--- src/rtl/nibble_serial_addsub_pkg.sv ---
// Shared types and constants for the nibble-serial adder/subtractor.
// Holds the FSM state enum, the slice width and the nibble-count helper.
package nibble_serial_addsub_pkg;

  localparam int NIBBLE_W = 4;

  typedef enum logic [1:0] {
    ST_IDLE = 2'd0,
    ST_RUN  = 2'd1,
    ST_DONE = 2'd2
  } state_t;

  function automatic int nib_count(input int width);
    return width / NIBBLE_W;
  endfunction

endpackage

--- src/rtl/nibble_serial_addsub_nibble.sv ---
// addsub_nibble: 4-bit ripple adder slice with explicit carry in/out.
// Ports: a, b (nibbles), cin -> s (nibble sum), cout (carry out).
module addsub_nibble
  import nibble_serial_addsub_pkg::*;
(
  input  logic [NIBBLE_W-1:0] a,
  input  logic [NIBBLE_W-1:0] b,
  input  logic                cin,
  output logic [NIBBLE_W-1:0] s,
  output logic                cout
);

  logic w_c;

  always_comb begin
    s   = '0;
    w_c = cin;
    for (int i = 0; i < NIBBLE_W; i++) begin
      s[i] = a[i] ^ b[i] ^ w_c;
      w_c  = (a[i] & b[i]) | (w_c & (a[i] ^ b[i]));
    end
    cout = w_c;
  end

endmodule

--- src/rtl/nibble_serial_addsub.sv ---
// Multi-cycle WIDTH-bit add/sub that feeds one 4-bit slice per cycle.
// Ports: clk, rst; in_valid/in_ready, a, b, sub in;
// out_valid/out_ready, sum, cout, ovf out; busy high while running.
module nibble_serial_addsub
  import nibble_serial_addsub_pkg::*;
#(
  parameter int WIDTH = 16
) (
  input  logic             clk,
  input  logic             rst,
  input  logic             in_valid,
  output logic             in_ready,
  input  logic [WIDTH-1:0] a,
  input  logic [WIDTH-1:0] b,
  input  logic             sub,
  output logic             out_valid,
  input  logic             out_ready,
  output logic [WIDTH-1:0] sum,
  output logic             cout,
  output logic             ovf,
  output logic             busy
);

  localparam int NIB  = nib_count(WIDTH);
  localparam int IDXW = (NIB > 1) ? $clog2(NIB) : 1;
  localparam logic [IDXW-1:0] LAST = IDXW'(NIB - 1);

  state_t          r_state;
  logic [WIDTH-1:0] r_a;
  logic [WIDTH-1:0] r_b;
  logic [WIDTH-1:0] r_sum;
  logic            r_sub;
  logic            r_carry;
  logic            r_cout;
  logic            r_ovf;
  logic            r_out_valid;
  logic            r_busy;
  logic [IDXW-1:0] r_idx;

  logic [NIBBLE_W-1:0] w_a_nib;
  logic [NIBBLE_W-1:0] w_b_nib;
  logic [NIBBLE_W-1:0] w_s_nib;
  logic                w_c_nib;
  logic                w_cin_msb;
  logic                w_ovf;

  assign w_a_nib = r_a[NIBBLE_W*int'(r_idx) +: NIBBLE_W];
  assign w_b_nib = r_b[NIBBLE_W*int'(r_idx) +: NIBBLE_W]
                   ^ {NIBBLE_W{r_sub}};

  addsub_nibble u_slice (
    .a    (w_a_nib),
    .b    (w_b_nib),
    .cin  (r_carry),
    .s    (w_s_nib),
    .cout (w_c_nib)
  );

  // Only meaningful on the top nibble: recover the carry into the
  // sign bit from the sum bit, then compare with the carry out.
  assign w_cin_msb = r_a[WIDTH-1]
                   ^ (r_b[WIDTH-1] ^ r_sub)
                   ^ w_s_nib[NIBBLE_W-1];
  assign w_ovf     = w_cin_msb ^ w_c_nib;

  always_ff @(posedge clk or posedge rst) begin
    if (rst) begin
      r_state     <= ST_IDLE;
      r_a         <= '0;
      r_b         <= '0;
      r_sub       <= 1'b0;
      r_sum       <= '0;
      r_carry     <= 1'b0;
      r_idx       <= '0;
      r_cout      <= 1'b0;
      r_ovf       <= 1'b0;
      r_out_valid <= 1'b0;
      r_busy      <= 1'b0;
    end else begin
      unique case (r_state)
        ST_IDLE: begin
          if (in_valid) begin
            r_a     <= a;
            r_b     <= b;
            r_sub   <= sub;
            r_carry <= sub;
            r_idx   <= '0;
            r_busy  <= 1'b1;
            r_state <= ST_RUN;
          end
        end
        ST_RUN: begin
          r_sum[NIBBLE_W*int'(r_idx) +: NIBBLE_W] <= w_s_nib;
          r_carry <= w_c_nib;
          if (r_idx == LAST) begin
            r_cout      <= w_c_nib;
            r_ovf       <= w_ovf;
            r_busy      <= 1'b0;
            r_out_valid <= 1'b1;
            r_state     <= ST_DONE;
          end else begin
            r_idx <= r_idx + 1'b1;
          end
        end
        ST_DONE: begin
          if (out_ready) begin
            r_out_valid <= 1'b0;
            r_state     <= ST_IDLE;
          end
        end
        default: r_state <= ST_IDLE;
      endcase
    end
  end

  assign in_ready  = (r_state == ST_IDLE) && !rst;
  assign out_valid = r_out_valid;
  assign busy      = r_busy;
  assign sum       = r_sum;
  assign cout      = r_cout;
  assign ovf       = r_ovf;

endmodule
--- config.mk ---
export PLATFORM = sky130hd
export DESIGN_NAME = nibble_serial_addsub
export DESIGN_NICKNAME = d
export VERILOG_FILES = /design/src/rtl/nibble_serial_addsub_pkg.sv /design/src/rtl/nibble_serial_addsub_nibble.sv /design/src/rtl/nibble_serial_addsub.sv
export SDC_FILE = /design/constraint.sdc
export NUM_CORES = 1
export LEC_CHECK = 0
export ABC_AREA = 1
export ABC_CLOCK_PERIOD_IN_PS = 3550
export BUFFER_PORTS_ARGS = -buffer_cell sky130_fd_sc_hd__clkbuf_2
export CORE_ASPECT_RATIO = 1.2
export CORE_UTILIZATION = 50
export CTS_BUF_LIST = sky130_fd_sc_hd__clkbuf_8
export DETAILED_ROUTE_END_ITERATION = 8
export GPL_ROUTABILITY_DRIVEN = 1
export PLACE_DENSITY = 0.75
export SKIP_LAST_GASP = 1
export SLEW_MARGIN = 20
export SYNTH_ARGS = -nofsm -noshare
export SYNTH_HDL_FRONTEND = slang
export SYNTH_SLANG_ARGS = --single-unit
--- constraint.sdc ---
create_clock -name clk -period 3.55 [get_ports clk]
set_input_delay 0.71 -clock clk [delete_from_list [all_inputs] [get_ports clk]]
set_output_delay 0.71 -clock clk [all_outputs]
set_load 0.05 [all_outputs]
==> results.py <==
metrics = {
    "run_status": {
        "status": "finished with violations",
        "violations": "DRC",
    },
    "global_route": {
        "grtUsageTotal": 0.222,
        "grt_pass1_wl_um": 10300,
        "overflow": 0,
        "antenna_found_initial": 0,
        "first_global_vias": 2314,
        "grt_max_degree": 40,
    },
    "die": {
        "fp-row-count": 29,
        "initial_core_util": 0.533,
        "die-area_um2": 6070,
        "die_y_um": 85.1,
        "coreArea_um2": 5410,
        "num_io_pins": 58,
        "die_w_um": 71.3,
    },
    "synthesis": {
        "synth_area_um2": 2880,
        "synth-seq-cells": 58,
        "synthTopCellsByArea": "dfrtp_1 50%, nand2_1 19%, nand3_1 4.5%, o21ai_0 3.1%, fa_1 2.8%",
        "yosysTopAreaCell": "dfrtp_1",
        "syn_avg_cell_area_um2": 8.42,
        "syn_inst": 342,
        "synth_top_area_frac": 0.504,
        "yosysUniqueCellTypes": 28,
        "yosys_warnings": 0,
        "synth_fp_nets": 389,
        "ys_seq_area_frac": 0.504,
    },
    "route": {
        "avgRoutedWirePerCell_um": 12.6,
        "drtIter0Drc": 180,
        "drt_pass1_iterations": 6,
        "totalWireLength_um": 5910,
        "drc": 3,
        "vias": 2341,
        "ant_nets": 0,
        "via_per_inst": 4.98,
    },
    "flow_run": {
        "maxCapViolCount": 0,
    },
    "sta": {
        "finalWorstSetupSlack_ns": 0.285,
        "timing.final.crit_share": 0.920,
        "fin_crit_ns": 3.27,
        "setup_viol": 0,
        "worst_clock_skew_ns": 0.00792,
        "final_hold_viol_count": 0,
        "fin_tns_setup_ns": 0,
        "relSlewSlack": 0.459,
        "tightest_slew_ns": 0.811,
        "slew_violations": 0,
        "max_clock_freq_mhz": 306,
        "rsz0062_at_grt": "false",
    },
    "setup_path": {
        "cp_cell_sequence": "inv_2 > nand2_1 > nand3_1 > nand2_1 > xor2_1 > fa_1 > fa_1 > fa_1 > fa_1 > inv_1 > nand2_1 > nand2_1 > nand2_1 > nand3_1 > nand3_1 > nand2_1",
        "crit_fanout": 9,
        "crit_top_cell": "nand2_1",
        "start_kind": "flip-flop",
        "crit_buf_inv": 2,
        "cp-end-kind": "flip-flop",
        "rr_startpoint": "r_idx[0]",
        "cp.required_ns": 3.77,
        "arrival_ns": 3.49,
        "crit_start": "r_idx[0]",
        "cp_top_family": "adder cells",
        "crit_type": "reg2reg",
        "max_stage_delay_ns": 0.53,
        "crit_slowest_cell": "fa_1",
    },
    "finish": {
        "syn_to_final_growth_pct": 16.9,
        "filler_cell_count": 469,
        "drive_gt1_frac": 0.228,
        "antenna_cells": 0,
        "utilization": 0.623,
        "num-nets-final": 451,
        "final_common_cell": "nand2_1",
        "final_cell_mix": "148 x nand2_1, 58 x dfrtp_1, 57 x clkbuf_2",
    },
    "placement": {
        "dp_hpwl_um": 4350,
        "dp_slack_ns": 0.276,
        "portBuffers": 57,
        "place.gp.congestion": 0.879,
    },
    "power_and_ir_drop": {
        "p_leak_nw": 1.85,
        "power_frac_seq": 0.303,
        "pwr-share-comb": 0.559,
        "power.density_nw_per_um2": 1120,
        "switchingPower_mw": 1.90,
        "p_int_mw": 1.88,
        "switching_share": 0.502,
        "power.total_mw": 3.78,
        "peakVddDrop_v": 0.000546,
        "power.share.clock": 0.139,
    },
    "clock_network": {
        "path_clk_slew_ns": 0.06,
        "clock_latency_ns": 0.33,
        "post_cts_resized": 0,
        "cts_root_buf": "clkbuf_8",
        "numClockSinks": 58,
        "cts_tree": "done",
        "clockBufferDepth": 2,
        "ctsHoldBuffers": 0,
        "cts_setup_buffers": 0,
        "htreeDepth": 3,
        "cts_buffers": 9,
    },
    "hold_path": {
        "hp-class": "reg2reg",
        "hold_start": "r_b[10]",
    },
}
[power groups by stage]
| stage | Combinational (mW) | Clock, mW | Sequential [mW] |
|---|---|---|---|
| floorplan | 1.47 | 0 | 1.34 |
| global placement | 2.04 | 0 | 1.15 |
| detailed placement | 2.11 | 0 | 1.15 |
| CTS | 2.12 | 0.533 | 1.14 |
| global route | 2.38 | 0.568 | 1.17 |
| finish | 2.11 | 0.524 | 1.14 |
[layout make-up]
class	count	area, um2	share of cell area
repair buffers	64	338	0.100
multi-input cells	247	1240	0.368
well taps	62	77.6	0.0230
flip-flops and latches	58	1450	0.431
inverters	24	92.6	0.0275
clock buffers	11	151	0.0449
clock inverters	4	18.8	0.00557
[per-stage QoR]
stage / cell area (um2) / std cells / hold slack [ns]
after floorplan: 2880 / 342 / 0.449
after detailed placement: 3200 / 455 / 0.466
after global routing: 3370 / 470 / 0.513
final: 3370 / 470 / 0.478
after CTS: 3370 / 470 / 0.483
after global placement: 3200 / 455 / 0.465
[kinds of logic after synthesis]
logic type / after synthesis / synth area share
XOR/XNOR: 6 / 0.0182
flip-flops: 58 / 0.504
AND/OR/NAND/NOR: 188 / 0.274
AO/OA/AOI/OAI: 43 / 0.0838
adder cells (fa/ha/maj): 10 / 0.0539
buffers and inverters: 37 / 0.0660
[Yosys cell counts]
master and instances:
a21oi_1 7, a22oi_1 1, a32o_1 2, buf_2 6
buf_4 3, buf_6 4, clkinv_1 1, dfrtp_1 58
fa_1 4, ha_1 6, inv_1 18, inv_2 4
inv_4 1, nand2_1 148, nand3_1 26, nand3_4 1
nand4_1 4, nor2_1 3, nor2_2 2, nor2_4 2
nor3_1 1, nor3_2 1, o21ai_0 18, o21ai_1 11
o21ai_2 3, o31ai_1 1, xnor2_1 1, xor2_1 5
[worst min-delay path, delay by kind of cell, from the launching register on]
kind          cells  cell delay [ns]
flops             1             0.34
simple gates      2             0.11
[routing by layer]
| layer | GRT usage | wire, um | vias up |
|---|---|---|---|
| met5 | 0 | 0 | - |
| met4 | 0.102 | 137 | 0 |
| met3 | 0.0570 | 255 | 11 |
| met2 | 0.375 | 2890 | 55 |
| met1 | 0.264 | 2630 | 1059 |
| li1 | - | - | 1216 |
[worst paths after layout]
kind                                end  slack [ns]  depth (start not counted)
worst max register to register      ovf        0.28                         16
worst min-delay path            r_b[10]        0.48                          2
worst max-delay path                ovf        0.28                         16
worst min register to register  r_b[10]        0.48                          2
min in group asynchronous        r_a[5]        0.53                          2
max in group asynchronous        r_b[9]        2.35                          3
[registers in the layout, indices dropped and copies added, names as in the netlist]
signal and cells:
r_a 16, r_b 16, sum 16, r_idx 2, r_state 2, busy 1, cout 1, out_valid 1
ovf 1, r_carry 1, r_sub 1
Power figures use the tool's default switching activity.
